$ cat src/rtl/lsu_riscv.sv
// Load/store unit: 2-cycle minimum latency (request + response), single outstanding access.
// Backpressure: holds the memory request stable until data_gnt_i; stalls the core until data_rvalid_i.
module lsu_riscv (
   input  logic        clk_i,
   input  logic        arstn_i,
   input  logic        lsu_req_i,
   input  logic        lsu_we_i,
   input  logic [2:0]  lsu_size_i,
   input  logic [31:0] lsu_addr_i,
   input  logic [31:0] lsu_data_i,
   output logic        lsu_stall_req_o,
   output logic [31:0] lsu_data_o,
   output logic        lsu_misalign_o,
   output logic        data_req_o,
   output logic        data_we_o,
   output logic [3:0]  data_be_o,
   output logic [31:0] data_addr_o,
   output logic [31:0] data_wdata_o,
   input  logic        data_gnt_i,
   input  logic        data_rvalid_i,
   input  logic [31:0] data_rdata_i
);

   localparam logic [2:0] LDST_B  = 3'd0;
   localparam logic [2:0] LDST_H  = 3'd1;
   localparam logic [2:0] LDST_W  = 3'd2;
   localparam logic [2:0] LDST_BU = 3'd4;
   localparam logic [2:0] LDST_HU = 3'd5;

   typedef enum logic [1:0] {S_IDLE, S_ISSUE, S_WAIT} state_t;

   state_t      state_q, state_d;
   logic [31:0] addr_q;
   logic        we_q;
   logic [2:0]  size_q;
   logic [31:0] wdata_q;
   logic [31:0] rdata_q;

   logic        req_vld;
   logic        stall;
   logic        misalign;
   logic        capture;
   logic        ld_done;
   logic        use_inputs;
   logic [2:0]  req_size;
   logic        req_mis;
   logic [31:0] sel_addr;
   logic [31:0] sel_data;
   logic [2:0]  sel_size;
   logic        sel_we;
   logic [31:0] ld_fmt;

   // Unknown size codes collapse to a plain byte access.
   function automatic logic [2:0] norm_size(input logic [2:0] s);
      case (s)
         LDST_B, LDST_H, LDST_W, LDST_BU, LDST_HU: return s;
         default:                                  return LDST_B;
      endcase
   endfunction

   function automatic logic is_misaligned(input logic [2:0] s, input logic [1:0] off);
      case (s)
         LDST_H, LDST_HU: return off[0];
         LDST_W:          return (off != 2'b00);
         default:         return 1'b0;
      endcase
   endfunction

   function automatic logic [3:0] byte_en(input logic [2:0] s, input logic [1:0] off);
      case (s)
         LDST_H, LDST_HU: return 4'b0011 << {off[1], 1'b0};
         LDST_W:          return 4'b1111;
         default:         return 4'b0001 << off;
      endcase
   endfunction

   function automatic logic [31:0] store_data(input logic [2:0] s, input logic [31:0] d);
      case (s)
         LDST_H, LDST_HU: return {2{d[15:0]}};
         LDST_W:          return d;
         default:         return {4{d[7:0]}};
      endcase
   endfunction

   function automatic logic [31:0] load_format(input logic [2:0] s, input logic [1:0] off,
                                               input logic [31:0] rd);
      logic [31:0] shifted;
      logic [15:0] hw;
      logic [7:0]  bt;
      shifted = rd >> {off, 3'b000};
      hw      = off[1] ? rd[31:16] : rd[15:0];
      bt      = shifted[7:0];
      case (s)
         LDST_W:  return rd;
         LDST_H:  return {{16{hw[15]}}, hw};
         LDST_HU: return {16'h0000, hw};
         LDST_BU: return {24'h000000, bt};
         default: return {{24{bt[7]}}, bt};
      endcase
   endfunction

   assign req_size = norm_size(lsu_size_i);
   assign req_mis  = is_misaligned(req_size, lsu_addr_i[1:0]);

   always_comb begin
      state_d    = state_q;
      req_vld    = 1'b0;
      stall      = 1'b0;
      misalign   = 1'b0;
      capture    = 1'b0;
      ld_done    = 1'b0;
      use_inputs = 1'b0;
      case (state_q)
         S_IDLE: begin
            if (lsu_req_i) begin
               if (req_mis) begin
                  misalign = 1'b1;
               end else begin
                  capture    = 1'b1;
                  use_inputs = 1'b1;
                  req_vld    = 1'b1;
                  stall      = 1'b1;
                  state_d    = data_gnt_i ? S_WAIT : S_ISSUE;
               end
            end
         end
         S_ISSUE: begin
            req_vld = 1'b1;
            stall   = 1'b1;
            if (data_gnt_i) state_d = S_WAIT;
         end
         S_WAIT: begin
            stall = !data_rvalid_i;
            if (data_rvalid_i) begin
               state_d = S_IDLE;
               ld_done = !we_q;
            end
         end
         default: state_d = S_IDLE;
      endcase
   end

   // The request cycle drives memory straight from the core; later cycles replay the captured copy.
   assign sel_addr = use_inputs ? lsu_addr_i : addr_q;
   assign sel_data = use_inputs ? lsu_data_i : wdata_q;
   assign sel_size = use_inputs ? req_size   : size_q;
   assign sel_we   = use_inputs ? lsu_we_i   : we_q;

   assign ld_fmt = load_format(size_q, addr_q[1:0], data_rdata_i);

   always_ff @(posedge clk_i or negedge arstn_i) begin
      if (!arstn_i) begin
         state_q <= S_IDLE;
         addr_q  <= '0;
         we_q    <= 1'b0;
         size_q  <= '0;
         wdata_q <= '0;
         rdata_q <= '0;
      end else begin
         state_q <= state_d;
         if (capture) begin
            addr_q  <= lsu_addr_i;
            we_q    <= lsu_we_i;
            size_q  <= req_size;
            wdata_q <= lsu_data_i;
         end
         if (ld_done) rdata_q <= ld_fmt;
      end
   end

   // Combinational request paths would otherwise leak core inputs while reset is held.
   assign data_req_o      = arstn_i & req_vld;
   assign data_we_o       = arstn_i & sel_we;
   assign data_be_o       = {4{arstn_i}} & byte_en(sel_size, sel_addr[1:0]);
   assign data_addr_o     = {32{arstn_i}} & {sel_addr[31:2], 2'b00};
   assign data_wdata_o    = {32{arstn_i}} & store_data(sel_size, sel_data);
   assign lsu_stall_req_o = arstn_i & stall;
   assign lsu_misalign_o  = arstn_i & misalign;
   assign lsu_data_o      = {32{arstn_i}} & (ld_done ? ld_fmt : rdata_q);

endmodule

$ cat config.mk
export PLATFORM = sky130hd
export DESIGN_NAME = lsu_riscv
export DESIGN_NICKNAME = d
export VERILOG_FILES = /design/src/rtl/lsu_riscv.sv
export SDC_FILE = /design/constraint.sdc
export NUM_CORES = 1
export LEC_CHECK = 0
export BUFFER_PORTS_ARGS = -buffer_cell sky130_fd_sc_hd__buf_2
export CAP_MARGIN = 0
export CORE_MARGIN = 5
export CORE_UTILIZATION = 52
export CTS_BUF_LIST = sky130_fd_sc_hd__clkbuf_4 sky130_fd_sc_hd__clkbuf_8
export DETAILED_ROUTE_END_ITERATION = 8
export GPL_TIMING_DRIVEN = 0
export PLACE_DENSITY = 0.83
export SLEW_MARGIN = 20
export SYNTH_ARGS = -nofsm -noshare
export SYNTH_HDL_FRONTEND = slang
export SYNTH_SLANG_ARGS = --single-unit
export TNS_END_PERCENT = 30
$ cat constraint.sdc
create_clock -name clk_i -period 2.55 [get_ports clk_i]
set_clock_uncertainty 0.05 [all_clocks]
set_input_delay 0.3825 -clock clk_i [delete_from_list [all_inputs] [get_ports clk_i]]
set_output_delay 0.3825 -clock clk_i [all_outputs]
set_load 0.05 [all_outputs]
### After elaboration in Yosys (flattened, before gate mapping)

Cells that the tools add are included.

| operators by class | value |
|---|---|
| equal/unequal tests | 20 |
| shifts and indexed selects | 3 |
| multiplexer cells | 27 |
| bitwise operators | 8 |
| reduce and logical (&&, ||, !) cells | 9 |

Operator list:

| cell | count |
|---|---|
| 32-bit case mux with 4 select lines | 1 |
| 32-bit bitwise AND | 3 |
| 32-bit two-way mux | 3 |
| 32-bit case mux with 2 select lines | 1 |
| 32-bit by 5-bit right shift with 8-bit output | 1 |
| 3-bit equality test (second input constant) | 6 |
| 16-bit two-way mux | 1 |
| 3-bit by 1-bit equality test with 1-bit output (second input constant) | 4 |
| 3-bit by 2-bit equality test with 1-bit output (second input constant) | 4 |
| 2-bit two-way mux | 5 |
| 1-bit two-way mux | 9 |
| 2-bit != test (second input constant) | 4 |
| 4-bit case mux with 2 select lines | 1 |
| 3-bit two-way mux | 2 |
| 2-bit case mux with 3 select lines | 1 |
| 5-bit OR reduction | 1 |
| 1-bit bitwise AND | 4 |
| 4-bit bitwise AND | 1 |
| 1-bit case mux with 2 select lines | 2 |
| 4-bit AND reduction | 1 |
| 2-bit OR reduction | 2 |
| 1-bit by 2-bit << shifter with 4-bit output (first input constant) | 1 |
| 2-bit by 2-bit << shifter with 4-bit output (first input constant) | 1 |
| 3-bit zero test | 1 |
| other kinds (6) | 7 |

| storage, ports and cells | value |
|---|---|
| register bits | 102 |
| bits of input ports | 105 |
| output and inout port bits | 104 |
| logic and storage cells | 73 |

### Longest topological paths before layout

| logic depth | value |
|---|---|
| depth after elaboration | 14 |
| mapped depth | 8 |
| mapped depth without buffers | 5 |

### Worst setup path after synthesis

No wires, ideal clock.

| timing | value |
|---|---|
| path type | input port to output port |
| start point | in lsu_size_i[0] |
| end point | out data_wdata_o[31] |
| arrival | 2.655 ns |
| required time | 2.118 ns |
| slack | -0.537 ns |
| stages on the path | 7 |
| buffers on the path | 3 |
| cells stage by stage | nor2_1 a32oi_2 and2_1 buf_4 buf_6 buf_2 a221oi_1 |

| between the ends | value |
|---|---|
| word-level cells in the longest chain between the ends | 14 |
| elaborated cells between the ends (all ways) | 23 |
| classes of those cells | eq/ne: 10; mux: 8; bitwise: 1; reduce/logical: 4 |

RTL lines:

| what | RTL line | RTL |
|---|---|---|
| start: declaration | 8 | `input logic [2:0] lsu_size_i,` |
| 3-bit by 1-bit equality test with 1-bit output, or another cell as far along | 55 | `case (s)` |
| 5-bit OR reduction | 55 |  |
| 3-bit two-way mux (*) | 55 |  |
| 3-bit by 1-bit equality test with 1-bit output or 3-bit equality test (tied branches) | 62 | `case (s)` |
| 2-bit OR reduction | 62 |  |
| 1-bit case mux with 2 select lines | 62 |  |
| 1-bit two-way mux | 116 | `if (req_mis) begin` |
| 1-bit two-way mux | 115 | `if (lsu_req_i) begin` |
| 1-bit two-way mux | 113 | `case (state_q)` |
| 3-bit two-way mux | -- |  |
| 3-bit by 1-bit equality test with 1-bit output or 3-bit equality test (tied branches) | 78 | `case (s)` |
| 2-bit OR reduction | 78 |  |
| 32-bit case mux with 2 select lines (*) | 78 |  |
| 32-bit bitwise AND (*) | 176 | `assign data_wdata_o = {32{arstn_i}} & store_data(sel_size, sel_data);` |
| end: declaration | 18 | `output logic [31:0] data_wdata_o,` |

Mark *: on every way between the ends. The rest lies on a longest branch, timed or not.

### Worst setup path after layout

| timing | value |
|---|---|
| start point | reg size_q[0] |
| end point | out lsu_data_o[9] |

| between the ends | value |
|---|---|
| word-level cells in the longest chain between the ends | 4 |
| elaborated cells between the ends (all ways) | 7 |
| classes of those cells | eq/ne: 4; mux: 2; bitwise: 1 |

RTL lines:

| what | RTL line | RTL |
|---|---|---|
| start: declaration | 35 | `logic [2:0] size_q;` |
| start signal: assignment | 164 | `size_q <= req_size;` |
| 3-bit equality test, or another cell as far along | 93 | `case (s)` |
| 32-bit case mux with 4 select lines (*) | 93 |  |
| 32-bit two-way mux (*) | -- |  |
| 32-bit bitwise AND (*) | 179 | `assign lsu_data_o = {32{arstn_i}} & (ld_done ? ld_fmt : rdata_q);` |
| end: declaration | 12 | `output logic [31:0] lsu_data_o,` |

Marks and branches as above.

==> impl_results.md <==
- Status: complete, but fails checks
- Failing checks: setup timing
- Post-Syn Area per Cell: 8.80 µm²
- Max Used Layer: met5
- CTS tree: built
- Critical path class: reg2out
- CP Buf/Inv Count: 3
- Clk_lat worst skew: 0.38 ns
- Largest net degree at the start of global routing: 37
- H-tree depth: 3
- Slew HR: ~40%
- Pre-antenna DRT Iters: 5
- Final worst-path cycle share: 112%
- Die Y: around 120 µm
- Drt drc: 0
- Row count: 38
- Met1 WL: 8490 µm
- Die area: approximately 13000 µm²
- Unrepaired setup endpoints after global routing: yes
- Cell taking the most area after synthesis: dfrtp_1
- Static leakage: 4.23 nW
- PnR Total Power: 0.00886 W
- Total Routing Usage GR: 32.3%
- Syn. warnings: 0
- Initial core utilization: 53.5%
- Final Hold Vio Count: 0
- FMAX: 351 MHz
- CP max-delay cell: dfrtp_2
- Critical Path Fanout Max: 10
- Layout Nets: ~1000
- Cell mode on critical path: buf_4
- Clk root buf: clkbuf_8
- CP max stage delay: 0.45 ns
- Max Root-Sink Buffers: 2
- Via/cell ratio: about 6.5
- Layout cell share with drive strength beyond 1: 49.3%
- Min-Delay Path Class: in2async
- Most common cell in the netlist: nand2_1
- Register clock-pin slew on the reported worst setup and hold paths: 0.11 ns
- Peak VDD IR: 834 µV
- Worst Reg-to-Reg Cells: 8
- Remaining Overflow, GRT: 0
- Routed wire per std cell: 23.6 µm
- Area of the core: 10900 µm²
- Crit. End Element: output pin
- Final worst slack: -0.299 ns
- Die X: 116 µm
- Critical Path Start Type: flip-flop
- Finish-stage setup viols: 77
- Arr. time, crit path: 2.42 ns
- Ranking of synthesized cells by area: dfrtp_1 (44%), nand2_1 (9.5%), mux2_2 (7.2%), and2_1 (5.6%), a21oi_1 (5.2%)
- Critical path's top delay family: simple AND/OR/NAND/NOR gates
- Crit path time final: 2.85 ns
- Post-synth top area share: between 40 and 50%
- Register bit total from synthesis: between 100 and 150
- Slew Limit Fails: 0
- Clk sinks: 102
- Vias in the first global route: 6444
- Final Instance Count excl. Fillers: 1058
- CTS buffer count: 9
- Post-synthesis sequential area ratio: 43.8%
- Final Cell Area: between 9000 and 10000 µm²
- Total I/O pin count: approximately 210
- Synth Flop Type: dfrtp_1
- CP required: between 2 and 2.5 ns
- Cell Area, Synth: around 5800 µm²
- Slew @ Worst Pin: ~0.9 ns
- RD Place Congestion: between 0.9 and 1
- Post-detail-place hpwl: around 14000 µm
- FILL cells: 569
- Inst Count DP: 1010
- Port buffer count: 206
- Initial antenna violation count: 1
- Max_cap viols: 0
- Wire length on met3: approximately 3400 µm
- Reg2reg start: state_q[0]
- Via count: 6880
- EDFF count, synth: 0
- Flop-to-flop setup slack: 0.56 ns
- Critical path, cell by cell: nor2b_2 -> buf_6 -> and2_0 -> buf_4 -> a22oi_1 -> a21oi_1 -> and2_1 -> buf_4
- First-pass GRT wire length: 33800 µm
- Detailed-route wire length: ~25000 µm
- DR WL met2: between 10000 and 15000 µm
- Post-placement cell area: 7170 µm²
- Finished Core Util: 83.0%
- RR Endpoint: wdata_q[23]
- Syn Inst Count: 662
- DRT antenna net count: 0
- 1st-iter DRT viols: 1022
- Power Density: about 980 nW/µm²
- Most common library cells after synthesis: nand2_1 (148), dfrtp_1 (102), a21oi_1 (60)
- Layout area overhead: 55.3%
- Async S/R FF share, synth: 100%
- Unique cell type count in the Yosys netlist: just under 50
## stage by stage
step	setup slack, ns	hold WS (ns)	setup TNS [ns]
global placement	-1.76	0.410	-136.50
finish	-0.299	0.0646	-8.23
detailed placement	-0.534	0.257	-17.94
global route	-0.353	0.0622	-13.32
CTS	-0.117	0.0563	-3.15
floorplan	-0.515	0.0369	-13.79
## timing repair
| action | in CTS | in global routing |
|---|---|---|
| cloned | 1 | 3 |
| hold buffers | 4 | 0 |
| setup buffers | 15 | 12 |
| endpoints found under the setup margin | 100 | 99 |
| pin swaps | 23 | 30 |
| hold endpoints to repair | 36 | 0 |
| resized for setup | 252 | 124 |
## report_power, final
| part | internal [W] | switching [W] |
|---|---|---|
| Clock | 0.000412 | 0.000634 |
| Sequential | 0.00220 | 0.000322 |
| Combinational | 0.00203 | 0.00327 |
## how the worst max path moves through the flow
stage                            end       from  cells past startpoint  slack, ns
CTS                    lsu_data_o[5]  size_q[0]                      6      -0.12
finish                 lsu_data_o[9]  size_q[0]                      8      -0.30
global route          lsu_data_o[12]  size_q[0]                      8      -0.35
floorplan               data_be_o[1]  size_q[0]                      4      -0.51
detailed placement  data_wdata_o[22]    arstn_i                      7      -0.53
global placement    data_wdata_o[22]    arstn_i                      6      -1.76
## cell families (layout without fill, tap and decap cells)
group	count (synthesis)	after routing	share of synthesized area, %
simple gates	282	282	22.0
flops	102	102	43.8
mux	55	55	10.6
compound gates	164	164	18.5
buf+inv	57	310	4.79
xor+xnor	1	1	0.150
other cells	1	4	0.0644
## area by class of cell
cell class                      count  area, µm²  share of cell area, %
Timing Repair Buffer              242       1980                   21.9
Clock buffer                       10        138                   1.52
Sequential cell                   102       2560                   28.3
Tap cell                          140        175                   1.94
Inverter                            1       3.75                 0.0415
Buffer                             51        433                   4.79
Antenna cell                        2       5.00                 0.0554
Clock inverter                      6       60.1                  0.664
Multi-Input combinational cell    504       3690                   40.8
## layer usage
| metal | up-vias | global-route usage [%] |
|---|---|---|
| met5 | - | 0 |
| met4 | 2 | 15.9 |
| met3 | 190 | 10.9 |
| met2 | 652 | 50.9 |
| met1 | 3208 | 40.0 |
| li1 | 2828 | - |
## flip-flops by register name (all words and copies together) (netlist names)
name,count
we_q,1
state_q,2
size_q,3
wdata_q,32
rdata_q,32
addr_q,32
## cell usage in the layout, fill, tap and decap left out, types with 4 or more instances in the layout
cell / synthesis / layout
a311oi_4: 0 / 10
nand2_1: 148 / 138
a211oi_2: 0 / 5
o21ai_0: 8 / 8
buf_12: 0 / 8
nand2_2: 2 / 5
nand2_4: 0 / 5
and2_1: 52 / 28
a211o_1: 7 / 7
buf_2: 16 / 120
a221oi_2: 0 / 6
o22ai_2: 0 / 7
a211oi_1: 17 / 10
o22ai_1: 21 / 14
a22oi_1: 8 / 4
and3_1: 15 / 12
clkbuf_4: 0 / 5
nor2_1: 47 / 44
and2_4: 0 / 24
clkbuf_1: 30 / 12
buf_6: 3 / 76
a31oi_1: 9 / 7
a21oi_2: 0 / 7
a311oi_2: 0 / 8
clkbuf_8: 0 / 12
buf_8: 0 / 10
dfrtp_1: 102 / 97
mux2_4: 1 / 8
clkbuf_2: 0 / 5
mux2_2: 37 / 33
dfrtp_2: 0 / 5
buf_4: 6 / 49
a22oi_2: 0 / 4
mux2i_1: 13 / 13
a21oi_1: 60 / 53
Power figures use the tool's default switching activity.
